`src/rtl/adc_core_pkg.sv`:
```
// Shared constants, FSM state type and sample rebuild helper for the AD9263 capture path.
package adc_core_pkg;
    localparam logic [7:0] c_fco_pattern  = 8'hF0;
    localparam int         c_adc_bits     = 14;
    localparam int         c_num_channels = 4;
    localparam int         c_num_lanes    = 8;

    typedef enum logic [1:0] {SEARCH, VERIFY, LOCKED} t_align_state;

    // Even lane carries d12..d0, odd lane d13..d1, earliest bit first; bit 0 is pad.
    function automatic logic [c_adc_bits-1:0] rebuild_sample(input logic [7:0] e, input logic [7:0] o);
        logic [c_adc_bits-1:0] s;
        for (int i = 0; i < 7; i++) begin
            s[2*i]   = e[i+1];
            s[2*i+1] = o[i+1];
        end
        return s;
    endfunction
endpackage

```
`src/rtl/ad9263_lane_window.sv`:
```
// Per-lane 16-bit word history and rotation mux; offset 0 returns the previous word unchanged.
module ad9263_lane_window (
    input  logic       clk,
    input  logic       rst,
    input  logic [7:0] word,
    input  logic [2:0] offset,
    output logic [7:0] win
);
    logic [15:0] hist;

    always_ff @(posedge clk) begin
        if (rst) hist <= '0;
        else     hist <= {hist[7:0], word};
    end

    assign win = hist[15 - offset -: 8];
endmodule

```
`src/rtl/ad9263_frame_aligner.sv`:
```
// Frame aligner: scans bit rotations for the FCO pattern, holds lock, and rebuilds 4 channels of samples.
module ad9263_frame_aligner
    import adc_core_pkg::*;
#(
    parameter int g_lock_count    = 16,
    parameter int g_unlock_errors = 4
) (
    input  logic        clk_sys_i,
    input  logic        rst_i,
    input  logic [7:0]  fco_word_i,
    input  logic [63:0] d_word_i,
    input  logic        align_restart_i,
    output logic [55:0] ch_data_o,
    output logic        valid_o,
    output logic        locked_o,
    output logic [2:0]  offset_o
);
    localparam int c_cnt_w = $clog2(g_lock_count + 1);
    localparam int c_err_w = $clog2(g_unlock_errors + 1);

    t_align_state                              state;
    logic [2:0]                                offset;
    logic [c_cnt_w-1:0]                        cnt;
    logic [c_err_w-1:0]                        err;
    logic [7:0]                                fco_win;
    logic [c_num_lanes-1:0][7:0]               d_win;
    logic [c_num_channels-1:0][c_adc_bits-1:0] samples;
    logic                                      match;

    ad9263_lane_window u_fco (
        .clk(clk_sys_i), .rst(rst_i), .word(fco_word_i), .offset(offset), .win(fco_win)
    );

    ad9263_lane_window u_lane [c_num_lanes-1:0] (
        .clk(clk_sys_i), .rst(rst_i), .word(d_word_i), .offset(offset), .win(d_win)
    );

    genvar c;
    generate
        for (c = 0; c < c_num_channels; c++) begin : g_ch
            assign samples[c] = rebuild_sample(d_win[2*c], d_win[2*c+1]);
        end
    endgenerate

    assign match    = (fco_win == c_fco_pattern);
    assign offset_o = offset;

    always_ff @(posedge clk_sys_i) begin
        if (rst_i) begin
            state     <= SEARCH;
            offset    <= '0;
            cnt       <= '0;
            err       <= '0;
            ch_data_o <= '0;
            valid_o   <= 1'b0;
            locked_o  <= 1'b0;
        end else begin
            valid_o <= 1'b0;
            if (align_restart_i) begin
                state    <= SEARCH;
                offset   <= '0;
                cnt      <= '0;
                err      <= '0;
                locked_o <= 1'b0;
            end else begin
                case (state)
                    SEARCH: begin
                        if (match) begin
                            state <= VERIFY;
                            cnt   <= c_cnt_w'(1);
                        end else begin
                            offset <= offset + 3'd1;
                        end
                    end
                    VERIFY: begin
                        if (!match) begin
                            state  <= SEARCH;
                            cnt    <= '0;
                            offset <= offset + 3'd1;
                        end else if (cnt == c_cnt_w'(g_lock_count - 1)) begin
                            state    <= LOCKED;
                            locked_o <= 1'b1;
                            cnt      <= '0;
                            err      <= '0;
                        end else begin
                            cnt <= cnt + c_cnt_w'(1);
                        end
                    end
                    LOCKED: begin
                        if (match) begin
                            err       <= '0;
                            valid_o   <= 1'b1;
                            ch_data_o <= samples;
                        end else if (err == c_err_w'(g_unlock_errors - 1)) begin
                            state    <= SEARCH;
                            locked_o <= 1'b0;
                            err      <= '0;
                            offset   <= offset + 3'd1;
                        end else begin
                            err <= err + c_err_w'(1);
                        end
                    end
                    default: begin
                        state    <= SEARCH;
                        locked_o <= 1'b0;
                    end
                endcase
            end
        end
    end
endmodule
```
`config.mk`:
```
export PLATFORM = sky130hd
export DESIGN_NAME = ad9263_frame_aligner
export DESIGN_NICKNAME = d
export VERILOG_FILES = /design/src/rtl/adc_core_pkg.sv /design/src/rtl/ad9263_lane_window.sv /design/src/rtl/ad9263_frame_aligner.sv
export SDC_FILE = /design/constraint.sdc
export NUM_CORES = 1
export LEC_CHECK = 0
export ABC_CLOCK_PERIOD_IN_PS = 3000
export CORE_MARGIN = 2
export CORE_UTILIZATION = 55
export CTS_BUF_LIST = sky130_fd_sc_hd__clkbuf_8
export DETAILED_ROUTE_END_ITERATION = 6
export PLACE_DENSITY = 0.79
export SLEW_MARGIN = 20
export SYNTH_ARGS = -nofsm -noshare
export SYNTH_HDL_FRONTEND = slang
export SYNTH_SLANG_ARGS = --single-unit
```
`constraint.sdc`:
```
create_clock -name clk_sys_i -period 3 [get_ports clk_sys_i]
set_input_delay 0.6 -clock clk_sys_i [delete_from_list [all_inputs] [get_ports clk_sys_i]]
set_output_delay 0.6 -clock clk_sys_i [all_outputs]
set_load 0.01 [all_outputs]
```
### Yosys cells after proc, flatten, opt, wreduce, memory -nomap -nowiden

Cells that the tools add are included.

| storage, ports and cells | value |
|---|---|
| register bits | 215 |
| bits of input ports | 75 |
| output and inout port bits | 61 |
| logic and storage cells | 82 |

| cells by class | value |
|---|---|
| add/subtract/negate cells | 4 |
| equal/unequal tests | 12 |
| shifts and indexed selects | 9 |
| mux-type cells | 25 |
| bitwise gates (word level) | 3 |
| reductions and logical operators | 13 |

Operators by type and width:

| operator | number |
|---|---|
| variable part select 23 x 33 -> 8 bit | 9 |
| two-way mux 3 bit | 7 |
| two-way mux 5 bit | 3 |
| inequality test 2 bit (second input constant) | 6 |
| one-hot mux 3 bit (2 select lines) | 2 |
| two-way mux 2 bit | 5 |
| one-hot mux 5 bit (2 select lines) | 1 |
| == test 8 bit (second input constant) | 1 |
| AND reduction 4 bit | 2 |
| adder 3 x 1 -> 3 bit (second input constant) | 2 |
| one-hot mux 2 bit (3 select lines) | 1 |
| AND reduction 3 bit | 2 |
| nonzero test 2 bit | 3 |
| adder 5 x 1 -> 5 bit (second input constant) | 1 |
| == test 5 x 4 -> 1 bit (second input constant) | 1 |
| two-way mux 1 bit | 5 |
| AND reduction 5 bit | 1 |
| subtractor 4 x 3 -> 5 bit (first input constant) | 1 |
| OR reduction 2 bit | 2 |
| == test 3 x 2 -> 1 bit (second input constant) | 1 |
| inequality test 3 bit (second input constant) | 1 |
| NOT 1 bit | 3 |
| one-hot mux 1 bit (3 select lines) | 1 |
| OR reduction 3 bit | 1 |
| other kinds (4) | 4 |

### Longest topological paths before layout

| logic depth | value |
|---|---|
| depth after elaboration | 5 |
| gate-level depth with buffers | 10 |
| mapped depth without buffers | 6 |

### Hierarchy

A second synthesis with hierarchy kept.

| second synthesis, totals | value |
|---|---|
| cell total of the unflattened synthesis | 1037 |
| area, all modules | 10116.0 um2 |

By module, submodules not included:

| module | instances | cells each | area each (um2) | sequential area each (um2) |
|---|---|---|---|---|
| ad9263_lane_window | 9 | 79 | 828.3 | 320.3 |
| ad9263_frame_aligner | 1 | 326 | 2661.3 | 1421.4 |

### Worst setup path after synthesis

No wires, ideal clock.

| timing | value |
|---|---|
| kind | reg2reg |
| start | reg offset[0], in the netlist offset_o[0] |
| end | reg ch_data_o[48] |
| setup time | 138 ps |
| arrival time | 2120 ps |
| data required time | 2862 ps |
| setup slack | 741 ps |
| cell stages (with the launch flop) | 8 |
| buffers on the path | 4 |
| period minus slack after synthesis | 2259 ps |
| cells stage by stage | dfxtp_1 clkbuf_1 buf_2 buf_2 buf_2 mux4_2 mux2i_1 a211oi_1 |

| between the ends | value |
|---|---|
| longest elaborated chain between the ends | 4 |
| elaborated cells between the ends (all ways) | 5 |
| classes of those cells | 1 x add/sub; 1 x eq/ne; 2 x shift; 1 x reduce/logical |

RTL lines:

| what | line | RTL |
|---|---|---|
| start, declared | ad9263_frame_aligner.sv:22 | `logic [2:0] offset;` |
| start signal, assigned | ad9263_frame_aligner.sv:72 | `offset <= offset + 3'd1;` |
| start signal, assigned | ad9263_frame_aligner.sv:79 | `offset <= offset + 3'd1;` |
| start signal, assigned | ad9263_frame_aligner.sv:98 | `offset <= offset + 3'd1;` |
| subtractor 4 x 3 -> 5 bit * | ad9263_lane_window.sv:16 | `assign win = hist[15 - offset -: 8];` |
| variable part select 23 x 33 -> 8 bit | ad9263_lane_window.sv:16 |  |
| == test 8 bit | ad9263_frame_aligner.sv:45 | `assign match = (fco_win == c_fco_pattern);` |
| AND reduction 3 bit (no line) | - |  |
| end signal, assigned | ad9263_frame_aligner.sv:93 | `ch_data_o <= samples;` |
| end, declared | ad9263_frame_aligner.sv:13 | `output logic [55:0] ch_data_o,` |

Mark *: on every way between the ends. The rest lies on a longest branch, timed or not.
A chain may end at the register's enable or synchronous reset.

### Worst setup path after layout

| timing | value |
|---|---|
| start | reg u_fco.hist[7] |
| end | reg ch_data_o[54] |

| between the ends | value |
|---|---|
| longest elaborated chain between the ends | 3 |

RTL lines:

| what | line | RTL |
|---|---|---|
| start, declared | ad9263_lane_window.sv:9 | `logic [15:0] hist;` |
| start signal, assigned | ad9263_lane_window.sv:13 | `else hist <= {hist[7:0], word};` |
| variable part select 23 x 33 -> 8 bit | ad9263_lane_window.sv:16 |  |
| == test 8 bit | ad9263_frame_aligner.sv:45 |  |
| AND reduction 3 bit (no line) | - |  |

Every way passes these cells.

==> qor.yml <==
outcome: "finished clean"
die_area_sq_um: 17870
synth-edff-count: 0
final_cells: 1124
ctsResizeCount: 0
synthArstFlopShare_pct: 0
rr_worst_depth: 7
ys_seq_area_share_pct: 46.52
hp-class: "flip-flop to flip-flop"
maxSlewViolCount: 0
finClkSkew_ns: 0.02243
grt-ovfl-total: 0
fmax_mhz: 406.0
final_layout_size_suffix_gt1_share_pct: 16.92
required_ns: 3.43
rsz0062_at_grt: "false"
io_pins: 136
ir_worst_vdd_mv: 0.4087
final-hold-violation-count: 0
power_leakage_uw: 0.003806
fin_area_sq_um: 11360
grt_pass1_wl_um: 30710
min_period_ns: 2.463
cp.arrival_ns: 2.89
n_antenna_cell: 0
num-fill-cells: 1209
place_congestion: 0.8118
antenna_found_initial: 0
synth.top_cells.by_area: "dfxtp_1, mux4_2, nor2b_1"
synth_fp_nets: 846
row_count: 47
syn_area_per_cell_sq_um: 12.05
cts_sinks: 215
cts_tree: "yes"
setup_ws_ns: 0.5368
clk_pin_slew_ns: 0.06
clockBufferDepth: 3
cellPowerDensity_nw_per_um2: 517.7
rrSetupSlack_ns: 0.54
synth.distinct_cells: 48
synth_top_area_share_pct: 46.52
yosysWarnings: 0
dpl.cell_count: 1064
ctsRootBufferMaster: "clkbuf_8"
drtAntennaViolNets: 0
place_ws_ns: 0.5645
endpoint_kind: "flip-flop"
crit_path_start_kind: "flip-flop"
setup_viol: 0
remaining_drc_errors: 0
setup.worst_path.end: "ch_data_o[54]$_SDFFE_PP0P_"
regArea_sq_um: 4315
clkLatencyLatePin_ns: 0.52
worst_pin_slew_ns: 0.9914
netlist_area_sq_um: 9251
dr.pass1.iters: 4
grt_pass1_vias: 6355
via_count: 6295
synth_largest_area_cell: "dfxtp_1"
start_util_pct: 55.99
synthFlopType: "dfxtp_1"
hold_buffers: 0
wl_per_cell_um: 16.45
maxCapViolations: 0
layout-area-overhead-vs-synth_pct: 22.82
synthCells: 768
ctsHtreeMaxLevel: 2
drt_iter0_drc: 269
port_buffers: 135
cp_max_fo: 38
fp.coreArea_sq_um: 16520
synth.most_common_cell: "dfxtp_1"
critPathLaunch: "u_fco.hist[7]$_SDFF_PP0_"
multiInputGateArea_sq_um: 4647
grt_usage_pct: 21.10
die-width_um: 133.7
fin_crit_sh_pct: 82.11
wirelength_um: 18490
nets: 960
die_y_um: 133.7
critPathKind: "flip-flop to flip-flop"
place_area_sq_um: 10700
ys_ff_latch: 215
r2r_start: "u_fco.hist[7]$_SDFF_PP0_"
grt_max_degree: 110
post_cts_buffers: 0
slew_headroom_pct: 33.91
cts_buffers: 36
yosys-top-cells-count: "dfxtp_1, nor2b_1, mux4_2"
rr_endpoint: "ch_data_o[54]$_SDFFE_PP0P_"
finalSetupTns_ns: 0
vias_per_cell: 5.601
dp_hpwl_um: 12450
flip-flops by register name, indices dropped and copies added (netlist names), 2 cells and up:
name,cells
u_fco.hist,16
state,2
cnt,5
err,3
offset_o,3
u_lane.hist,128
ch_data_o,56
cells by family (layout without fill, tap and decap cells):
family          count (synthesis)  in the layout  share of synthesized area, %
compound gates                 88             88                         7.141
simple gates                  243            243                         14.67
xor+xnor                        3              3                        0.2841
buf+inv                        70            206                         3.246
mux                           146            146                         27.73
fa+ha+maj                       3              3                        0.4058
flops                         215            215                         46.52
worst min path at each step:
stage                            startpoint                            to  slack [ns]  cells after the start
3_3_place_gp   u_lane[2].hist[1]$_SDFF_PP0_  u_lane[2].hist[9]$_SDFF_PP0_        0.42                      1
6_report       u_lane[2].hist[0]$_SDFF_PP0_  u_lane[2].hist[8]$_SDFF_PP0_        0.43                      1
3_5_place_dp   u_lane[5].hist[1]$_SDFF_PP0_  u_lane[5].hist[9]$_SDFF_PP0_        0.42                      1
2_1_floorplan      u_fco.hist[0]$_SDFF_PP0_      u_fco.hist[8]$_SDFF_PP0_        0.41                      1
4_1_cts                               rst_i  u_lane[7].hist[7]$_SDFF_PP0_        0.40                      2
5_1_grt                               rst_i  u_lane[7].hist[8]$_SDFF_PP0_        0.43                      2
layout by cell type (no fill, tap or decap), drive strengths merged, types with 3 or more instances in the layout:
master         instances
nor2b                147
mux2i                 56
mux4                  88
nand3                  4
nand2                  6
buf                    8
nor3b                  3
nor2                  69
dfxtp                215
a31oi                  5
a211oi                59
o21ai                  6
clkbuf                43
ha                     3
a21oi                  4
inv                   18
clkdlybuf4s50        134
metal layers:
layer,vias to the layer above,part of all wire [%],global-route usage [%]
li1,3021,-,-
met5,-,0,0
met4,0,2.9,8.629
met2,193,50,36.25
met1,3042,42,26.49
met3,39,4.8,3.729
stage by stage:
stage	power [uW]	utilization, %	hold slack (ns)
after floorplan	3390	-	0.4138
after global placement	3544	64.72	0.4176
after global routing	6111	68.76	0.4297
final	5882	68.76	0.4302
after CTS	5949	68.76	0.4029
after detailed placement	3562	64.72	0.4212
area by class of cell:
class / count / area share (%)
inverter: 4 / 0.1321
clock inverter: 17 / 0.6607
clock buffer: 43 / 5.209
timing repair buffer: 142 / 12.70
tap: 220 / 2.423
sequential: 215 / 37.98
multi-input combinational: 483 / 40.90
power by group:
group / internal, uW / switching [uW] / total (uW)
Sequential: 2950 / 72.4 / 3020
Combinational: 299 / 178 / 476
Clock: 1290 / 1090 / 2380
Total: 4540 / 1340 / 5880
worst max-delay path: stages (launching register included):
cell and delay, ns:
dfxtp_1 0.38, inv_1 0.07, o41a_1 0.41, o32a_1 0.46, nor4b_4 0.32, buf_4 0.42, nor2_1 0.12, a211oi_2 0.20
Power figures use the tool's default switching activity.
